## config.mk

```make
export PLATFORM = sky130hd
export DESIGN_NAME = bitty_core_param
export DESIGN_NICKNAME = d
export VERILOG_FILES = /design/src/rtl/bitty_core_param.sv
export SDC_FILE = /design/constraint.sdc
export NUM_CORES = 1
export LEC_CHECK = 0
export ABC_AREA = 1
export CAP_MARGIN = 20
export CORE_UTILIZATION = 40
export DETAILED_ROUTE_END_ITERATION = 8
export PLACE_DENSITY_LB_ADDON = 0.3
export SETUP_SLACK_MARGIN = 0.1
export SLEW_MARGIN = 40
export SYNTH_ARGS = -nofsm -noshare
export SYNTH_HDL_FRONTEND = slang
export SYNTH_SLANG_ARGS = --single-unit
```

## constraint.sdc

```tcl
create_clock -name clk -period 4.9 [get_ports clk]
set_clock_uncertainty 0.2 [all_clocks]
set_input_delay 0.735 -clock clk [delete_from_list [all_inputs] [get_ports clk]]
set_output_delay 0.735 -clock clk [all_outputs]
set_load 0.01 [all_outputs]
```

## src/rtl/bitty_core_param.sv

```systemverilog
// Parametrised multi-cycle accumulator core: one instruction per run handshake,
// sequenced through latch / load / execute / write-back with a debug read port.
module bitty_core_param #(
   parameter int DATA_W  = 16,
   parameter int REG_CNT = 8
) (
   input  logic                       clk,
   input  logic                       reset,
   input  logic [15:0]                instruction,
   input  logic                       run,
   output logic                       done,
   output logic                       busy,
   output logic [1:0]                 flags,
   input  logic [$clog2(REG_CNT)-1:0] dbg_sel,
   output logic [DATA_W-1:0]          dbg_data
);

   localparam int RI_W = $clog2(REG_CNT);
   localparam logic [DATA_W-1:0] DW_VAL = DATA_W'(DATA_W);

   typedef enum logic [1:0] {IDLE, LOAD, EXEC, WB} stateT;

   stateT             state_q;
   logic [DATA_W-1:0] regFile_q [REG_CNT];
   logic [DATA_W-1:0] sReg_q;
   logic [DATA_W-1:0] cReg_q;
   logic [15:0]       instr_q;
   logic [1:0]        flags_q;
   logic              done_q;
   logic              busy_q;

   logic [RI_W-1:0]   rxIdx;
   logic [RI_W-1:0]   ryIdx;
   logic [2:0]        opCode;
   logic [1:0]        fmt;
   logic [DATA_W-1:0] opB;
   logic [DATA_W:0]   sumW;
   logic [DATA_W-1:0] aluRes_d;
   logic              aluCarry_d;

   assign rxIdx  = instr_q[13 +: RI_W];
   assign ryIdx  = instr_q[10 +: RI_W];
   assign opCode = instr_q[4:2];
   assign fmt    = instr_q[1:0];
   assign sumW   = {1'b0, sReg_q} + {1'b0, opB};

   // Reserved formats also take the immediate path; their result is discarded.
   always_comb begin
      opB = '0;
      if (fmt == 2'b00) begin
         opB = regFile_q[ryIdx];
      end else begin
         opB[7:0] = instr_q[12:5];
      end
   end

   always_comb begin
      aluRes_d   = '0;
      aluCarry_d = 1'b0;
      case (opCode)
         3'b000: begin
            aluRes_d   = sumW[DATA_W-1:0];
            aluCarry_d = sumW[DATA_W];
         end
         3'b001: begin
            aluRes_d   = sReg_q - opB;
            aluCarry_d = (sReg_q < opB);
         end
         3'b010: aluRes_d = sReg_q & opB;
         3'b011: aluRes_d = sReg_q | opB;
         3'b100: aluRes_d = sReg_q ^ opB;
         3'b101: if (opB < DW_VAL) aluRes_d = sReg_q << opB;
         3'b110: if (opB < DW_VAL) aluRes_d = sReg_q >> opB;
         default: begin
            if (sReg_q > opB) begin
               aluRes_d[0] = 1'b1;
            end else if (sReg_q < opB) begin
               aluRes_d[1] = 1'b1;
            end
         end
      endcase
   end

   always_ff @(posedge clk or negedge reset) begin
      if (!reset) begin
         state_q <= IDLE;
         for (int i = 0; i < REG_CNT; i++) begin
            regFile_q[i] <= '0;
         end
         sReg_q  <= '0;
         cReg_q  <= '0;
         instr_q <= '0;
         flags_q <= '0;
         done_q  <= 1'b0;
         busy_q  <= 1'b0;
      end else begin
         done_q <= 1'b0;
         case (state_q)
            IDLE: begin
               if (run) begin
                  instr_q <= instruction;
                  busy_q  <= 1'b1;
                  state_q <= LOAD;
               end
            end
            LOAD: begin
               sReg_q  <= regFile_q[rxIdx];
               state_q <= EXEC;
            end
            EXEC: begin
               cReg_q <= aluRes_d;
               if (!fmt[1]) begin
                  flags_q <= {aluCarry_d, (aluRes_d == '0)};
               end
               state_q <= WB;
            end
            default: begin
               if (!fmt[1]) begin
                  regFile_q[rxIdx] <= cReg_q;
               end
               done_q  <= 1'b1;
               busy_q  <= 1'b0;
               state_q <= IDLE;
            end
         endcase
      end
   end

   assign done     = done_q;
   assign busy     = busy_q;
   assign flags    = flags_q;
   assign dbg_data = regFile_q[dbg_sel];

endmodule

```

==> Word-level counts from Yosys, hierarchy flattened <==
Index checks and enable logic that the tools add are counted.
{ "op_classes": {"n_shift": 2, "n_addsub": 2, "n_mux": 27, "bitwise": 9, "eq_ne": 9, "n_lt_le_gt_ge": 7, "reduce_logical": 11} }
{ "op_table": {"columns": ["cell", "n"], "rows": [
  ["$bmux W16 S3", 3],
  ["$mux W16", 9],
  ["$bwmux W128", 1],
  ["$pmux W14 S7", 1],
  ["$demux W16 S3", 1],
  ["$add A16 B16 Y17", 1],
  ["$and A16 B16 Y16", 1],
  ["$gt A16 B16 Y1", 1],
  ["$logic_not A16 Y1", 1],
  ["$lt A16 B16 Y1", 1],
  ["$lt A16 B5 Y1 const B", 1],
  ["$mux W8", 2],
  ["$or A16 B16 Y16", 1],
  ["$shl A16 B16 Y16", 1],
  ["$shr A16 B16 Y16", 1],
  ["$sub A16 B16 Y16", 1],
  ["$xor A16 B16 Y16", 1],
  ["$pmux W2 S7", 1],
  ["$ge A4 B4 Y1 const B", 3],
  ["$not A3 Y4", 3],
  ["$eq A3 B3 Y1 const B", 3],
  ["$reduce_and A2 Y1", 4],
  ["$eq A3 B2 Y1 const B", 2],
  ["$pmux W2 S3", 1],
  ["14 further kinds", 22]
]} }
{ "totals": {"input_bits": 22, "ff_bits": 182, "word_cells": 82, "output_inout_bits": 20} }

==> Depth between registers and ports, before layout <==
{ "logic_depth": {"ltp_word": 10, "mapped_depth": 31, "depth_no_buf": 27} }

==> Worst setup path before layout <==
Ideal clock, no wire load.
{ "synth_path": {"kind": "register -> register", "from": "reg instr_q[10]", "to": "reg flags_q[0], in the netlist flags[0]", "synth_period_minus_slack_ns": 4.024, "setup_time_ns": 0.065, "setup_slack_ns": 0.876, "t_arrival_ns": 3.759, "n_path_buf": 5, "required_time_ns": 4.635, "stages_incl_launch_ff": 29, "path_cell_list": "dfrtp_1 > buf_6 > buf_6 > buf_6 > buf_4 > a21oi_1 > o21ai_0 > nand2_1 > o221ai_1 > o21ai_0 > inv_1 > ha_1 > clkbuf_1 > nor2_1 > nand3_1 > o311ai_0 > nand3_1 > nand2_1 > nand2_1 > a21oi_1 > xor2_1 > nor2_1 > nor2_1 > nand2_1 > nor2_1 > nand2_1 > nor2_1 > nand3_1 > nand2_1"} }
{ "synth_between": {"elab_chain_len": 10, "elab_cells_between_ends": 24, "classes_between": "add/sub (2); order compare (3); shift (2); mux (12); bitwise (4); reduce/logical (1)"} }
{ "synth_lines": {"columns": ["element", "line", "source"], "rows": [
  ["start: declaration", "27", "logic [15:0] instr_q;"],
  ["start signal: assignment", "101", "instr_q <= instruction;"],
  ["$not A3 Y4 (not written as such)", "51", "opB = regFile_q[ryIdx];"],
  ["$bmux W16 S3", "51", null],
  ["$mux W16 (not written as such) (2 in a row)", "51", null],
  ["$mux W8", "50", "if (fmt == 2'b00) begin"],
  ["$lt A16 B16 Y1", "77", "end else if (sReg_q < opB) begin"],
  ["$mux W1", "77", null],
  ["$mux W1", "75", "if (sReg_q > opB) begin"],
  ["$pmux W2 S7", "60", "case (opCode)"],
  ["$logic_not A16 Y1 (*)", "113", "flags_q <= {aluCarry_d, (aluRes_d == '0)};"],
  ["end signal: assignment", "113", null],
  ["end: declaration", "28", "logic [1:0] flags_q;"]
]} }
Every way passes the cells marked *; elsewhere a longest branch is shown, timed or not. The select of a mux whose other input is x is not followed.
A chain may end at the register's enable or synchronous reset.

==> Final worst setup path <==
Ends and elaborated chain as after synthesis.

==> implementation parameters <==
Parameter                              Value

Status
  Outcome    completed

Finish
  Signed area change from the synthesized netlist to the final layout    11.15%
  Number of nets at the end of the flow    2121
  Share of layout cells above drive strength 1    7.337%
  Final Core Density    45.36%
  Diodes inserted    0
  Non-Filler Cell Area, Final    0.01525 mm^2

Power and ir drop
  Peak VDD IR    0.3642 mV
  Pwr dens    654.8 mW/mm^2
  Leakage power    0.006935 uW

Synthesis
  Sequential fraction of the synthesis area    33.20%
  EDFF count, synth    0
  Proportion of synthesized flip-flops having asynchronous set or reset    100.0%
  Synthesized instance count    2046
  Dominant register cell in the synthesized netlist    sky130_fd_sc_hd__dfrtp_1
  Yosys warning count    0
  Post-synth design cell area    0.01372 mm^2
  Number of distinct standard cells referenced by the synthesized netlist    50
  Synthesized netlist net count    2122
  List of most frequent post-synthesis cells    sky130_fd_sc_hd__nand2_1 (544), sky130_fd_sc_hd__o21ai_0 (281), sky130_fd_sc_hd__inv_1 (205)
  Post-synth top area share    33.20%
  Number of register bits inferred by synthesis    182
  Most common cell in the synthesized netlist    sky130_fd_sc_hd__nand2_1
  Cell taking the most area after synthesis    sky130_fd_sc_hd__dfrtp_1
  Synthesized area divided by synthesized cell count    6.705 um^2
  Biggest area contributors in the synthesized netlist    sky130_fd_sc_hd__dfrtp_1 (33%), sky130_fd_sc_hd__nand2_1 (15%), sky130_fd_sc_hd__o21ai_0 (10%), sky130_fd_sc_hd__nand3_1 (6.3%), sky130_fd_sc_hd__inv_1 (5.6%)

Worst setup path
  Crit Path Category    register to register
  Number of cells on the critical path    22
  CP top delay family    compound AO/OA/AOI/OAI gates
  Element type at the critical path end    register
  Critical path startpoint category    register
  Most used cell along the critical path    sky130_fd_sc_hd__nand2_1
  Slowest cell delay on critical path    0.61 ns
  Cell count of the worst reg-to-reg path    22
  Data arrival, critical path    4.62 ns
  Max Fanout on Critical Path    47
  Required @ worst endpoint    5.11 ns
  Slowest cell on the critical path    sky130_fd_sc_hd__dfrtp_4
  Buffers & Inverters on Critical Path    4
  Cell chain of the critical path    buf_12 -> a21oi_1 -> o21ai_1 -> o21ai_1 -> o221ai_1 -> o21ai_2 -> inv_2 -> buf_4 -> fa_1 -> nand2_1 -> nand2_1 -> a31oi_1 -> inv_1 -> a21oi_1 -> nand2_1 -> a311oi_1 -> nand2_1 -> nor2_1 -> nand2_1 -> nor2_1 -> nand3_1 -> nand2_1

Global route
  Remaining Overflow, GRT    0
  Number of global-route vias before repair    13942
  First-pass GRT wire length    81870 um
  Maximum number of pins on one net before global-route repair    118
  All-Layer GR Usage    30.41%
  Number of antenna violations at the first check in global routing    0

Drt
  Routed vias    14867
  Final routed DRC violation total    0
  DRC marker count from the first detailed-route iteration    1809
  First drt pass iteration count    6
  Average routed wire per standard cell    21.08 um
  Post-Route WL    52830 um
  Average vias per placed instance    5.933
  Antenna Violating Nets Remaining    0

Floorplanning
  Die height    187.2 um
  Core Footprint    0.03362 mm^2
  Area of the die    0.03504 mm^2
  Boundary Pins    42
  Initial Utilization    40.81%
  Die extent in x    187.2 um
  Site Rows    67

Clocking
  Maximum level of the CTS H-tree    4
  Number of sinks driven by the clock tree    182
  Buffers inserted by post-CTS timing repair    0
  Root Buffer    sky130_fd_sc_hd__clkbuf_16
  Clock latency at the later pin of the worst-skew pair    0.47 ns
  Clock tree from TritonCTS    built
  Bufs on Longest Clock Path    2
  Clock buffers created by TritonCTS    17
  Hold Buf Count CTS    0
  Clock edge transition at the registers on the reported setup and hold paths    0.08 ns

Placement
  Buffers added on ports    41
  Total half-perimeter wirelength after legalization and detailed placement    37380 um
  Dpl ws    0.3661 ns
  Final Wtd Congestion    0.9716
  Placed standard-cell area    0.01460 mm^2

STA
  Worst-margin pin slew    0.7609 ns
  Worst Hold Slack    0.08114 ns
  Post-route setup slack    0.4923 ns
  Final setup violation count    0
  Relative slew margins    49.21%
  RSZ-0062 raised after global routing    no
  Number of hold-slack violations in the final timing report    0
  Timing-limited maximum frequency    226.9 MHz
  Final count of pins violating max slew    0
  Minimum period implied by the final worst setup slack    4.408 ns
  Aggregate negative setup slack    0 ns
  Share of the clock period used by the worst path    89.95%

Job
  Maximum capacitance violations    0

Worst hold path
  Min-Delay Path Class    input port to asynchronous set/reset pin
==> layer usage <==
layer / vias up / GRT usage (%) / share of wire, %
li1: 6854 / - / -
met1: 7030 / 41.74 / 43
met2: 853 / 46.41 / 44
met3: 130 / 5.253 / 9.1
met4: 0 / 14.34 / 3.9
met5: - / 0 / 0
==> worst paths after layout <==
path	end	from	slack [ns]
max	flags[0]	instr_q[10]	0.49
min	regFile_q[65]	reset	0.08
max reg2reg	flags[0]	instr_q[10]	0.49
min reg2reg	regFile_q[25]	regFile_q[25]	0.29
max in group asynchronous	regFile_q[46]	reset	3.59
min in group clk	regFile_q[25]	regFile_q[25]	0.29
==> what timing repair did <==
| action | CTS | global route |
|---|---|---|
| resized for setup | 0 | 4 |
| setup endpoints to repair | 0 | 3 |
| endpoints found under the hold margin | 0 | 0 |
==> layout make-up <==
type                    count  area [um^2]
clock buffers              19        442.9
clock inverters            13        170.2
fillers                  3430        18370
inverters                 220        829.5
multi-input cells        1526         7792
flip-flops and latches    182         4559
well taps                 448        560.5
repair buffers             98        893.4
==> stage by stage <==
stage / power [uW] / instances
3_5_place_dp: 8318 / 2473
3_3_place_gp: 8302 / 2473
2_1_floorplan: 6413 / 2046
5_1_grt: 10730 / 2506
4_1_cts: 9834 / 2505
6_report: 9985 / 2506
==> flip-flops by register name (all words and copies together) (netlist names) <==
| signal | cells |
|---|---|
| done | 1 |
| flags | 2 |
| state_q | 2 |
| cReg_q | 16 |
| sReg_q | 16 |
| regFile_q | 128 |
| busy | 1 |
| instr_q | 16 |
==> logic make-up (layout without fill, tap and decap cells) <==
logic type / count (synthesis) / in the layout / share of synthesized area [%]
XOR/XNOR: 2 / 2 / 0.1277
AO/OA/AOI/OAI: 575 / 575 / 23.66
multiplexers: 1 / 1 / 0.08208
flip-flops: 182 / 182 / 33.20
adder cells (fa/ha/maj): 54 / 54 / 5.035
buffers and inverters: 338 / 350 / 10.27
AND/OR/NAND/NOR: 894 / 894 / 27.63
==> worst reg2reg max path, cell delays in order, from the launching register on <==
cell                       delay [ns]
sky130_fd_sc_hd__dfrtp_4         0.61
sky130_fd_sc_hd__buf_12          0.23
sky130_fd_sc_hd__a21oi_1         0.17
sky130_fd_sc_hd__o21ai_1         0.08
sky130_fd_sc_hd__o21ai_1         0.08
sky130_fd_sc_hd__o221ai_1        0.19
sky130_fd_sc_hd__o21ai_2         0.13
sky130_fd_sc_hd__inv_2           0.05
sky130_fd_sc_hd__buf_4           0.24
sky130_fd_sc_hd__fa_1            0.44
sky130_fd_sc_hd__nand2_1         0.08
sky130_fd_sc_hd__nand2_1         0.11
sky130_fd_sc_hd__a31oi_1         0.40
sky130_fd_sc_hd__inv_1           0.16
sky130_fd_sc_hd__a21oi_1         0.21
sky130_fd_sc_hd__nand2_1         0.08
sky130_fd_sc_hd__a311oi_1        0.31
sky130_fd_sc_hd__nand2_1         0.12
sky130_fd_sc_hd__nor2_1          0.12
sky130_fd_sc_hd__nand2_1         0.05
sky130_fd_sc_hd__nor2_1          0.12
sky130_fd_sc_hd__nand3_1         0.11
sky130_fd_sc_hd__nand2_1         0.07
==> layout by cell type, fill, tap and decap left out, types with 13 or more instances in the layout <==
cell                              instances
sky130_fd_sc_hd__nor3_1                  13
sky130_fd_sc_hd__o221ai_1                24
sky130_fd_sc_hd__inv_1                  203
sky130_fd_sc_hd__o21ai_0                281
sky130_fd_sc_hd__a31oi_1                 22
sky130_fd_sc_hd__a221oi_1                13
sky130_fd_sc_hd__clkdlybuf4s50_1         39
sky130_fd_sc_hd__nand3_1                174
sky130_fd_sc_hd__nand2_1                543
sky130_fd_sc_hd__ha_1                    52
sky130_fd_sc_hd__nand4_1                 13
sky130_fd_sc_hd__o22ai_1                 22
sky130_fd_sc_hd__clkbuf_16               18
sky130_fd_sc_hd__a21oi_1                141
sky130_fd_sc_hd__nor2_1                 113
sky130_fd_sc_hd__buf_4                   54
sky130_fd_sc_hd__o211ai_1                24
sky130_fd_sc_hd__dfrtp_1                180
sky130_fd_sc_hd__nand3_2                 13
==> power by group <==
group	internal [uW]	total (uW)	switching, uW	leakage [uW]
sequential	1950	2480	529	0.00244
clock	823	1490	670	0.000291
combinational	1840	6010	4180	0.00421
Note: power is estimated with default switching activity, not from simulation.
